`src/rtl/nn_pkg.sv`:
```
// -----------------------------------------------------------------------------
// nn_pkg
//   Shared types and constants for the network sequencing logic.
//   - hseq_state_t : hidden-layer sequencer FSM states
//   - DATA_WIDTH   : datapath word width of weights / inputs
//   - DEF_*        : default hidden-layer geometry
//   - DEF_BIAS_BASE / bias_base() : first ROM word of the bias region, which
//     sits directly after the NUM_HIDDEN*NUM_INPUTS weight words.
// -----------------------------------------------------------------------------
package nn_pkg;

   typedef enum logic [2:0] {
      ST_IDLE  = 3'd0,
      ST_FETCH = 3'd1,
      ST_DRAIN = 3'd2,
      ST_EMIT  = 3'd3,
      ST_FIN   = 3'd4
   } hseq_state_t;

   localparam int DATA_WIDTH     = 8;
   localparam int DEF_NUM_INPUTS = 784;
   localparam int DEF_NUM_HIDDEN = 32;
   localparam int DEF_ADDR_WIDTH = 15;
   localparam int DEF_IN_ADDR_W  = 10;

   // Bias words follow the weight matrix in the same ROM.
   function automatic int unsigned bias_base(input int unsigned num_inputs,
                                             input int unsigned num_hidden);
      return num_inputs * num_hidden;
   endfunction

   localparam int unsigned DEF_BIAS_BASE = DEF_NUM_INPUTS * DEF_NUM_HIDDEN;

endpackage

```
`src/rtl/hidden_layer_sequencer_addr_gen.sv`:
```
// -----------------------------------------------------------------------------
// hseq_addr_gen
//   Address generator for the hidden-layer sequencer. Walks the weight ROM
//   and input RAM with running adders (no multiplier):
//     weight_addr = base + i, input_addr = i, base advances by NUM_INPUTS
//   per neuron. Addresses hold their value whenever no step/load is requested.
//   Optional macro HIDDEN_SEQ_BIAS_EN: after input NUM_INPUTS-1 one extra
//   issue at the bias region (bias_base + neuron) with input_addr held.
// Ports
//   clk_i, rst_i      clock, synchronous active-high reset
//   init_i            load first neuron of a pass (base=0, i=0)
//   step_i            one issue slot in FETCH; advance unless on last issue
//   next_neuron_i     move to the next neuron (base+=NUM_INPUTS, i=0)
//   weight_addr_o     weight ROM address
//   input_addr_o      input RAM address
//   first_issue_o     current issue is input 0 of the neuron
//   last_issue_o      current issue is the final one of the neuron
//   bias_issue_o      current issue is the bias word (bias build only)
// -----------------------------------------------------------------------------
module hseq_addr_gen
   import nn_pkg::*;
#(
   parameter int NUM_INPUTS = DEF_NUM_INPUTS,
   parameter int NUM_HIDDEN = DEF_NUM_HIDDEN,
   parameter int ADDR_WIDTH = DEF_ADDR_WIDTH,
   parameter int IN_ADDR_W  = DEF_IN_ADDR_W
) (
   input  logic                  clk_i,
   input  logic                  rst_i,
   input  logic                  init_i,
   input  logic                  step_i,
   input  logic                  next_neuron_i,
   output logic [ADDR_WIDTH-1:0] weight_addr_o,
   output logic [IN_ADDR_W-1:0]  input_addr_o,
   output logic                  first_issue_o,
`ifdef HIDDEN_SEQ_BIAS_EN
   output logic                  last_issue_o,
   output logic                  bias_issue_o
`else
   output logic                  last_issue_o
`endif
);

`ifdef HIDDEN_SEQ_BIAS_EN
   localparam longint unsigned ROM_WORDS =
      longint'(NUM_HIDDEN) * longint'(NUM_INPUTS) + longint'(NUM_HIDDEN);
`else
   localparam longint unsigned ROM_WORDS =
      longint'(NUM_HIDDEN) * longint'(NUM_INPUTS);
`endif

   // Address ranges must never wrap.
   if (ROM_WORDS > (64'd1 << ADDR_WIDTH)) begin : g_rom_range_chk
      $error("hseq_addr_gen: weight ROM does not fit in ADDR_WIDTH bits");
   end
   if (longint'(NUM_INPUTS) > (64'd1 << IN_ADDR_W)) begin : g_ram_range_chk
      $error("hseq_addr_gen: input RAM does not fit in IN_ADDR_W bits");
   end

   localparam logic [ADDR_WIDTH-1:0] STRIDE  = ADDR_WIDTH'(NUM_INPUTS);
   localparam logic [ADDR_WIDTH-1:0] ONE_W   = ADDR_WIDTH'(1);
   localparam logic [IN_ADDR_W-1:0]  ONE_I   = IN_ADDR_W'(1);
   localparam logic [IN_ADDR_W-1:0]  LAST_IN = IN_ADDR_W'(NUM_INPUTS - 1);

   logic [ADDR_WIDTH-1:0] base_q, base_d;
   logic [ADDR_WIDTH-1:0] waddr_q, waddr_d;
   logic [IN_ADDR_W-1:0]  iaddr_q, iaddr_d;
   logic                  last_in;

   assign last_in = (iaddr_q == LAST_IN);

`ifdef HIDDEN_SEQ_BIAS_EN
   localparam logic [ADDR_WIDTH-1:0] BIAS_BASE =
      ADDR_WIDTH'(bias_base(NUM_INPUTS, NUM_HIDDEN));

   // bias_q tracks the bias word of the current neuron; bias_ph_q marks the
   // extra issue slot that follows the last input.
   logic [ADDR_WIDTH-1:0] bias_q, bias_d;
   logic                  bias_ph_q, bias_ph_d;

   always_comb begin
      base_d    = base_q;
      waddr_d   = waddr_q;
      iaddr_d   = iaddr_q;
      bias_d    = bias_q;
      bias_ph_d = bias_ph_q;
      if (init_i) begin
         base_d    = '0;
         waddr_d   = '0;
         iaddr_d   = '0;
         bias_d    = BIAS_BASE;
         bias_ph_d = 1'b0;
      end else if (next_neuron_i) begin
         base_d    = base_q + STRIDE;
         waddr_d   = base_q + STRIDE;
         iaddr_d   = '0;
         bias_d    = bias_q + ONE_W;
         bias_ph_d = 1'b0;
      end else if (step_i && !bias_ph_q) begin
         if (last_in) begin
            // input_addr is left on the last input for the bias slot
            waddr_d   = bias_q;
            bias_ph_d = 1'b1;
         end else begin
            waddr_d = waddr_q + ONE_W;
            iaddr_d = iaddr_q + ONE_I;
         end
      end
   end

   always_ff @(posedge clk_i) begin
      if (rst_i) begin
         bias_q    <= '0;
         bias_ph_q <= 1'b0;
      end else begin
         bias_q    <= bias_d;
         bias_ph_q <= bias_ph_d;
      end
   end

   assign first_issue_o = (iaddr_q == '0) && !bias_ph_q;
   assign last_issue_o  = bias_ph_q;
   assign bias_issue_o  = bias_ph_q;
`else
   always_comb begin
      base_d  = base_q;
      waddr_d = waddr_q;
      iaddr_d = iaddr_q;
      if (init_i) begin
         base_d  = '0;
         waddr_d = '0;
         iaddr_d = '0;
      end else if (next_neuron_i) begin
         base_d  = base_q + STRIDE;
         waddr_d = base_q + STRIDE;
         iaddr_d = '0;
      end else if (step_i && !last_in) begin
         waddr_d = waddr_q + ONE_W;
         iaddr_d = iaddr_q + ONE_I;
      end
   end

   assign first_issue_o = (iaddr_q == '0);
   assign last_issue_o  = last_in;
`endif

   always_ff @(posedge clk_i) begin
      if (rst_i) begin
         base_q  <= '0;
         waddr_q <= '0;
         iaddr_q <= '0;
      end else begin
         base_q  <= base_d;
         waddr_q <= waddr_d;
         iaddr_q <= iaddr_d;
      end
   end

   assign weight_addr_o = waddr_q;
   assign input_addr_o  = iaddr_q;

endmodule

```
`src/rtl/hidden_layer_sequencer.sv`:
```
// -----------------------------------------------------------------------------
// hidden_layer_sequencer
//   Runs one hidden-layer pass: for each neuron walks the weight ROM and input
//   RAM (both sync-read, 1-cycle latency), raises MAC strobes aligned to the
//   returned data, then offers the finished neuron downstream.
//   Optional macro HIDDEN_SEQ_BIAS_EN adds one bias fetch per neuron and the
//   bias_en output.
// Ports
//   clk, rst       clock, synchronous active-high reset (rst beats start)
//   start          1-cycle request for a pass; ignored while busy
//   busy           high from accepted start until the done cycle
//   done           1-cycle pulse after the last neuron is accepted
//   weight_addr    weight ROM address (neuron_idx*NUM_INPUTS + i)
//   input_addr     input RAM address (i)
//   mac_clr        with the first mac_en of a neuron: load, not accumulate
//   mac_en         ROM/RAM data valid this cycle
//   bias_en        bias word valid this cycle (bias build only)
//   neuron_valid   accumulator for neuron_idx complete
//   neuron_ready   downstream accepts the neuron
//   neuron_idx     current neuron
//   dbg_state      FSM state for observation
// Handshake: a neuron transfers on a cycle where neuron_valid && neuron_ready;
//   neuron_valid and neuron_idx hold until then, and addresses do not move.
// -----------------------------------------------------------------------------
module hidden_layer_sequencer
   import nn_pkg::*;
#(
   parameter int NUM_INPUTS = DEF_NUM_INPUTS,
   parameter int NUM_HIDDEN = DEF_NUM_HIDDEN,
   parameter int ADDR_WIDTH = DEF_ADDR_WIDTH,
   parameter int IN_ADDR_W  = DEF_IN_ADDR_W,
   parameter int IDX_W      = (NUM_HIDDEN > 1) ? $clog2(NUM_HIDDEN) : 1
) (
   input  logic                  clk,
   input  logic                  rst,
   input  logic                  start,
   output logic                  busy,
   output logic                  done,
   output logic [ADDR_WIDTH-1:0] weight_addr,
   output logic [IN_ADDR_W-1:0]  input_addr,
   output logic                  mac_clr,
   output logic                  mac_en,
`ifdef HIDDEN_SEQ_BIAS_EN
   output logic                  bias_en,
`endif
   output logic                  neuron_valid,
   input  logic                  neuron_ready,
   output logic [IDX_W-1:0]      neuron_idx,
   output hseq_state_t           dbg_state
);

   localparam logic [IDX_W-1:0] LAST_IDX = IDX_W'(NUM_HIDDEN - 1);
   localparam logic [IDX_W-1:0] ONE_IDX  = IDX_W'(1);

   hseq_state_t      state_q, state_d;
   logic [IDX_W-1:0] idx_q, idx_d;
   logic             mac_en_q, mac_clr_q;
   logic             init, step, next_neuron;
   logic             first_issue, last_issue, bias_issue;
   logic             issue;

   hseq_addr_gen #(
      .NUM_INPUTS (NUM_INPUTS),
      .NUM_HIDDEN (NUM_HIDDEN),
      .ADDR_WIDTH (ADDR_WIDTH),
      .IN_ADDR_W  (IN_ADDR_W)
   ) u_addr_gen (
      .clk_i         (clk),
      .rst_i         (rst),
      .init_i        (init),
      .step_i        (step),
      .next_neuron_i (next_neuron),
      .weight_addr_o (weight_addr),
      .input_addr_o  (input_addr),
      .first_issue_o (first_issue),
`ifdef HIDDEN_SEQ_BIAS_EN
      .last_issue_o  (last_issue),
      .bias_issue_o  (bias_issue)
`else
      .last_issue_o  (last_issue)
`endif
   );

`ifndef HIDDEN_SEQ_BIAS_EN
   assign bias_issue = 1'b0;
`endif

   // Next-state logic
   always_comb begin
      state_d     = state_q;
      idx_d       = idx_q;
      init        = 1'b0;
      step        = 1'b0;
      next_neuron = 1'b0;
      case (state_q)
         ST_IDLE: begin
            if (start) begin
               state_d = ST_FETCH;
               idx_d   = '0;
               init    = 1'b1;
            end
         end
         ST_FETCH: begin
            step = 1'b1;
            if (last_issue) begin
               state_d = ST_DRAIN;
            end
         end
         // One cycle for the read latency of the last issued address.
         ST_DRAIN: state_d = ST_EMIT;
         ST_EMIT: begin
            if (neuron_ready) begin
               if (idx_q == LAST_IDX) begin
                  state_d = ST_FIN;
               end else begin
                  state_d     = ST_FETCH;
                  idx_d       = idx_q + ONE_IDX;
                  next_neuron = 1'b1;
               end
            end
         end
         ST_FIN:  state_d = ST_IDLE;
         default: state_d = ST_IDLE;
      endcase
   end

   always_ff @(posedge clk) begin
      if (rst) begin
         state_q <= ST_IDLE;
         idx_q   <= '0;
      end else begin
         state_q <= state_d;
         idx_q   <= idx_d;
      end
   end

   // Strobes are the FETCH issue delayed by the memory read latency, so they
   // line up with weight_q/input_q coming back from the ROM/RAM.
   assign issue = (state_q == ST_FETCH);

   always_ff @(posedge clk) begin
      if (rst) begin
         mac_en_q  <= 1'b0;
         mac_clr_q <= 1'b0;
      end else begin
         mac_en_q  <= issue && !bias_issue;
         mac_clr_q <= issue && first_issue;
      end
   end

`ifdef HIDDEN_SEQ_BIAS_EN
   logic bias_en_q;

   always_ff @(posedge clk) begin
      if (rst) begin
         bias_en_q <= 1'b0;
      end else begin
         bias_en_q <= issue && bias_issue;
      end
   end

   assign bias_en = bias_en_q;
`endif

   assign mac_en       = mac_en_q;
   assign mac_clr      = mac_clr_q;
   assign busy         = (state_q != ST_IDLE);
   assign done         = (state_q == ST_FIN);
   assign neuron_valid = (state_q == ST_EMIT);
   assign neuron_idx   = idx_q;
   assign dbg_state    = state_q;

endmodule

```
`config.mk`:
```
export PLATFORM = sky130hd
export DESIGN_NAME = hidden_layer_sequencer
export DESIGN_NICKNAME = d
export VERILOG_FILES = /design/src/rtl/nn_pkg.sv /design/src/rtl/hidden_layer_sequencer_addr_gen.sv /design/src/rtl/hidden_layer_sequencer.sv
export SDC_FILE = /design/constraint.sdc
export NUM_CORES = 1
export LEC_CHECK = 0
export CAP_MARGIN = 15
export CORE_ASPECT_RATIO = 1.5
export CORE_MARGIN = 10
export CORE_UTILIZATION = 50
export CTS_CLUSTER_DIAMETER = 40
export DETAILED_ROUTE_END_ITERATION = 10
export GPL_TIMING_DRIVEN = 0
export PLACE_DENSITY = 0.77
export REMOVE_ABC_BUFFERS = 1
export SETUP_SLACK_MARGIN = 0.2
export SLEW_MARGIN = 10
export SYNTH_ARGS = -nofsm -noshare
export SYNTH_HDL_FRONTEND = slang
export SYNTH_SLANG_ARGS = --single-unit
```
`constraint.sdc`:
```
create_clock -name clk -period 2.5 [get_ports clk]
set_clock_uncertainty 0.1 [all_clocks]
set_input_delay 0.25 -clock clk [delete_from_list [all_inputs] [get_ports clk]]
set_output_delay 0.25 -clock clk [all_outputs]
set_load 0.02 [all_outputs]
```
======== Yosys cells after proc, flatten, opt, wreduce, memory -nomap -nowiden ========
Cells that the tools add are included.
word-level totals
  flip-flop bits (word level) ............. 50
  word-level logic and storage cells ...... 50
operators by class
  add/subtract/negate cells ............... 4
  eq/ne operators ......................... 10
  multiplexer cells ....................... 17
  reduce and logical (&&, ||, !) cells .... 12
operators with widths
  kind                    count
  $mux 15                 2
  $add 15x1->15 const B   1
  $add 15x10->15 const B  1
  $mux 5                  3
  $mux 3                  4
  $pmux 3 s4              1
  $add 10x1->10 const B   1
  $eq 10x10->1 const B    1
  $logic_not 10->1        1
  $pmux 5 s2              1
  $eq 3x2->1 const B      2
  $mux 1                  6
  $add 5x1->5 const B     1
  $eq 5x5->1 const B      1
  $ne 2x1->1 const B      2
  $ne 2x2->1 const B      2
  $reduce_and 4->1        1
  $reduce_bool 2->1       2
  $eq 3x1->1 const B      1
  $eq 3x3->1 const B      1
  $logic_not 3->1         1
  $reduce_and 3->1        1
  $reduce_bool 3->1       1
  $reduce_or 3->1         1
  3 further kinds         4

======== Logic depth before layout (Yosys ltp) ========
  depth after elaboration ................. 5
  depth in mapped cells ................... 9

======== By module ========
A second synthesis with hierarchy kept.
second synthesis, totals
  cell total of the unflattened synthesis .. 287
  area, all modules ....................... 2382.3 um2
by module, submodules not included
  module                  times used  cells each  area an instance (um2)  sequential area each (um2)
  hseq_addr_gen           1           228         1855.5                  720.7
  hidden_layer_sequencer  1           59          526.8                   200.2

======== Least setup slack after synthesis ========
No wires, ideal clock.
  path kind ............................... register -> register
  start ................................... reg idx_q[0] (netlist: neuron_idx[0])
  end ..................................... reg u_addr_gen.base_q[7]
  library setup time ...................... 0.128 ns
  arrival ................................. 1.988 ns
  setup slack ............................. 0.285 ns
  cell stages (with the launch flop) ...... 10
  path buffers ............................ 2
  cells stage by stage .................... dfxtp_1 > ha_1 > and3_1 > ha_1 > or3_1 > clkbuf_1 > clkbuf_1 > nor2_1 > xnor2_1 > nor2_1
between the ends
  word-level cells in the longest chain between the ends .. 4
RTL lines
  element                 RTL line                                RTL
  start, declared         hidden_layer_sequencer.sv:56            logic [IDX_W-1:0] idx_q, idx_d;
  start signal, assigned  hidden_layer_sequencer.sv:133           idx_q <= idx_d;
  $eq 5x5->1              hidden_layer_sequencer.sv:113           if (idx_q == LAST_IDX) begin
  $mux 1                  hidden_layer_sequencer.sv:113
  $mux 1                  hidden_layer_sequencer.sv:112           if (neuron_ready) begin
  $mux 1                  hidden_layer_sequencer.sv:95            case (state_q)
  end signal, assigned    hidden_layer_sequencer_addr_gen.sv:153  base_q <= base_d;
  end, declared           hidden_layer_sequencer_addr_gen.sv:65   logic [ADDR_WIDTH-1:0] base_q, base_d;
No other way between the ends.
A chain may end at the register's enable or synchronous reset.

======== Final worst setup path ========
  start ................................... reg state_q[0] (netlist: dbg_state[0])
  end ..................................... reg u_addr_gen.iaddr_q[3] (netlist: u_addr_gen.input_addr_o[3])
between the ends
  word-level cells in the longest chain between the ends .. 3
  elaborated cells between the ends (all ways) .. 8
RTL lines
  element                                                                RTL line                                RTL
  start, declared                                                        hidden_layer_sequencer.sv:55            hseq_state_t state_q, state_d;
  start signal, assigned                                                 hidden_layer_sequencer.sv:132           state_q <= state_d;
  $eq 3x2->1, or another cell as far along                               hidden_layer_sequencer.sv:95
  $mux 1                                                                 hidden_layer_sequencer.sv:95
  $reduce_or 3->1 (no line) / $logic_and 1x1->1 (equally long branches)  --
  end signal, assigned                                                   hidden_layer_sequencer_addr_gen.sv:155  iaddr_q <= iaddr_d;
  end, declared                                                          hidden_layer_sequencer_addr_gen.sv:67   logic [IN_ADDR_W-1:0] iaddr_q, iaddr_d;
Parallel ways exist; a longest one is shown, timed or not.

==> impl_metrics.csv <==
group,metric,value,unit
outcome,status,"completed",
finish,num-nets-final,315,
critical_path,arrival,2.29,ns
floorplanning,start_util,0.512,
power,total_power,1.56,mW
clock_tree,insertion_delay,0.30,ns
drt,routed_wl,5.53,mm
logic_synthesis,synth_top_family_by_area,"simple AND/OR/NAND/NOR gates",
sta,fmax,455,MHz
drt,drc,0,
job,drv_cap,0,
grt,grt.overflow.total,0,
finish,multi_input_area,1340,um2
floorplanning,die-width,75.5,um
sta,min_period_over_period,0.879,
clock_tree,numCtsBuffers,5,
drt,dr.pass1.iters,4,
floorplanning,die_h,103,um
finish,fill_cells,376,
logic_synthesis,synthDistinctLibCells,41,
drt,drtAntennaViolNets,0,
critical_path,criticalPathCategory,"reg -> reg",
logic_synthesis,yosys.area_share.simple,0.251,
clock_tree,clkTransAtPathRegs,0.09,ns
grt,grt_pass1_wl,8.68,mm
grt,grt_max_degree,25,
sta,finalCriticalPeriod,2.20,ns
floorplanning,io-pin-count,42,
floorplanning,placeableCoreArea,4500,um2
grt,grt_pass1_vias,1820,
sta,timing_hold_violations_final,0,
drt,avgViaCountPerCell,5.61,
grt,grt_usage,0.140,
place,io_buffers,41,
finish,areaGrowthSynthToFinish,24.7,%
logic_synthesis,syn_area,2310,um2
place,dpl-instance-area,2710,um2
clock_tree,holdBufCountCts,0,
logic_synthesis,synth.area.mux_share,0.0130,
logic_synthesis,synthCells,267,
critical_path,worstPathMaxFanout,12,
logic_synthesis,ys.flop_type,"dfxtp_1",
finish,stdcell_area,2880,um2
place,dpl.hpwl,3.61,mm
critical_path,critPathCaptureType,"flip-flop",
floorplanning,fp-row-count,30,
power,p_leak,1.03,nW
drt,drt-initial-drc-count,147,
sta,rsz0062_at_grt,"false",
min_path,min_path_type,"reg -> reg",
logic_synthesis,synth_compound_area_frac,0.101,
finish,seq_area,921,um2
critical_path,cp.required,2.59,ns
clock_tree,cts_max_path_buffers,2,
logic_synthesis,synth_edf_count,0,
sta,worst_pin_slew,0.697,ns
clock_tree,cts.sink_count,46,
logic_synthesis,synth-xor-area-share,0.163,
power,peakVddDrop,0.000358,V
logic_synthesis,postSynth.asyncResetShare,0,
grt,antenna_found_initial,0,
min_path,holdPathStages,2,
critical_path,startpoint_type,"flip-flop",
clock_tree,tritoncts,"yes",
finish,drive_above_1_share,0.0784,
finish,antennaDiodeCount,0,
logic_synthesis,syn_avg_cell_area,8.64,um2
logic_synthesis,synthAdderAreaFrac,0.0325,
sta,holdWs,0.417,ns
sta,finalSetupViolations,0,
drt,wire_per_inst,15.6,um
clock_tree,clock-root-buffer,"clkbuf_8",
clock_tree,cts_htree_levels,2,
critical_path,reg2regPathDepth,5,
drt,num_vias,1986,
sta,finalMaxSlewViolations,0,
logic_synthesis,yosysWarnings,0,
logic_synthesis,synth-seq-cells,46,
place,gp_congestion,0.784,
sta,maxSlewHeadroom,0.535,
sta,tns,0,ns
power,powerDensity,543,nW/um2
logic_synthesis,synth-seq-area-share,0.399,
floorplanning,die_area,7790,um2
## what timing repair did
action	in CTS	in global routing
gates resized for setup	3	3
cloned	1	1
setup endpoints to repair	28	24
pin swaps	0	1
setup buffers	0	2
## cell usage after synthesis (2+ instances only)
| library cell | count | share of area |
|---|---|---|
| mux2i_1 | 3 | 0.013 |
| dfxtp_1 | 46 | 0.40 |
| and4_1 | 3 | 0.011 |
| nand3_1 | 10 | 0.022 |
| o21ai_0 | 9 | 0.020 |
| xor2_1 | 28 | 0.11 |
| nand2_1 | 23 | 0.037 |
| nor3_1 | 5 | 0.011 |
| o21ai_1 | 3 | 0.0065 |
| ha_1 | 6 | 0.033 |
| nor4b_1 | 2 | 0.0076 |
| nand4_1 | 12 | 0.033 |
| a21oi_1 | 14 | 0.030 |
| buf_4 | 2 | 0.0065 |
| xnor2_1 | 15 | 0.057 |
| and3_1 | 6 | 0.016 |
| nor2_1 | 40 | 0.065 |
| buf_2 | 2 | 0.0043 |
| clkbuf_1 | 10 | 0.016 |
| and2_1 | 2 | 0.0054 |
| nor3b_1 | 2 | 0.0065 |
| inv_1 | 5 | 0.0081 |
## cells in the final DEF, fill, tap and decap left out, types with 2 or more instances in the layout
cell	netlist	routed
a21oi_1	14	12
a21oi_2	0	2
and2_1	2	2
and3_1	6	6
and4_1	3	3
buf_4	2	2
clkbuf_8	0	5
clkdlybuf4s50_1	0	41
clkinv_2	0	2
dfxtp_1	46	46
ha_1	6	6
inv_1	5	5
mux2i_1	3	3
nand2_1	23	22
nand3_1	10	10
nand4_1	12	12
nor2_1	40	40
nor3_1	5	4
nor3b_1	2	2
nor4b_1	2	2
o21ai_0	9	9
o21ai_1	3	3
xnor2_1	15	15
xor2_1	28	28
## cells by family after synthesis
kind of cell             after synthesis
XOR/XNOR                              43
buffers and inverters                 20
adder cells (fa/ha/maj)                6
AO/OA/AOI/OAI                         35
multiplexers                           3
flip-flops                            46
AND/OR/NAND/NOR                      114
## registers in the layout, summed over array words and instances, names as in the netlist
signal	cells
mac_clr	1
u_addr_gen.input_addr_o	10
u_addr_gen.base_q	11
neuron_idx	5
u_addr_gen.weight_addr_o	15
dbg_state	3
mac_en	1
## through the flow
stage | setup slack (ns) | util | instances
after floorplan | 0.122 | - | 252
after global placement | -0.122 | 0.600 | 341
after detailed placement | -0.138 | 0.601 | 342
after CTS | 0.229 | 0.631 | 351
after global routing | 0.192 | 0.639 | 354
final | 0.301 | 0.639 | 354
## power by group
group          internal, mW  switching, mW  leakage (nW)
Clock                 0.295          0.262        0.0579
Sequential            0.751         0.0288         0.372
Combinational        0.0914          0.135         0.599
Total                  1.14          0.426          1.03
## worst paths after layout
check	to	slack, ns	startpoint
worst max-delay path	u_addr_gen.input_addr_o[3]	0.30	dbg_state[0]
worst min-delay path	u_addr_gen.base_q[5]	0.42	u_addr_gen.base_q[5]
worst max register to register	u_addr_gen.input_addr_o[3]	0.30	dbg_state[0]
worst min register to register	u_addr_gen.base_q[5]	0.42	u_addr_gen.base_q[5]
## critical path: stages, from the launching register on
cell and delay [ns]:
dfxtp_1 0.52, or3b_4 0.48, a41oi_2 0.59, nand4_1 0.19, xor2_1 0.15, nor2_1 0.05
## cell type report
class / instances / area share
multi-input combinational: 203 / 0.465
timing repair buffer: 44 / 0.150
tap: 48 / 0.0209
clock inverter: 3 / 0.0139
clock buffer: 5 / 0.0239
sequential: 46 / 0.320
inverter: 5 / 0.00652
## routing by layer
metal / global-route usage / part of all wire / vias to the layer above
li1: - / - / 996
met1: 0.156 / 0.42 / 926
met2: 0.249 / 0.51 / 56
met3: 0.0258 / 0.043 / 8
met4: 0.0617 / 0.021 / 0
met5: 0 / 0 / -
Note: power is estimated with default switching activity, not from simulation.
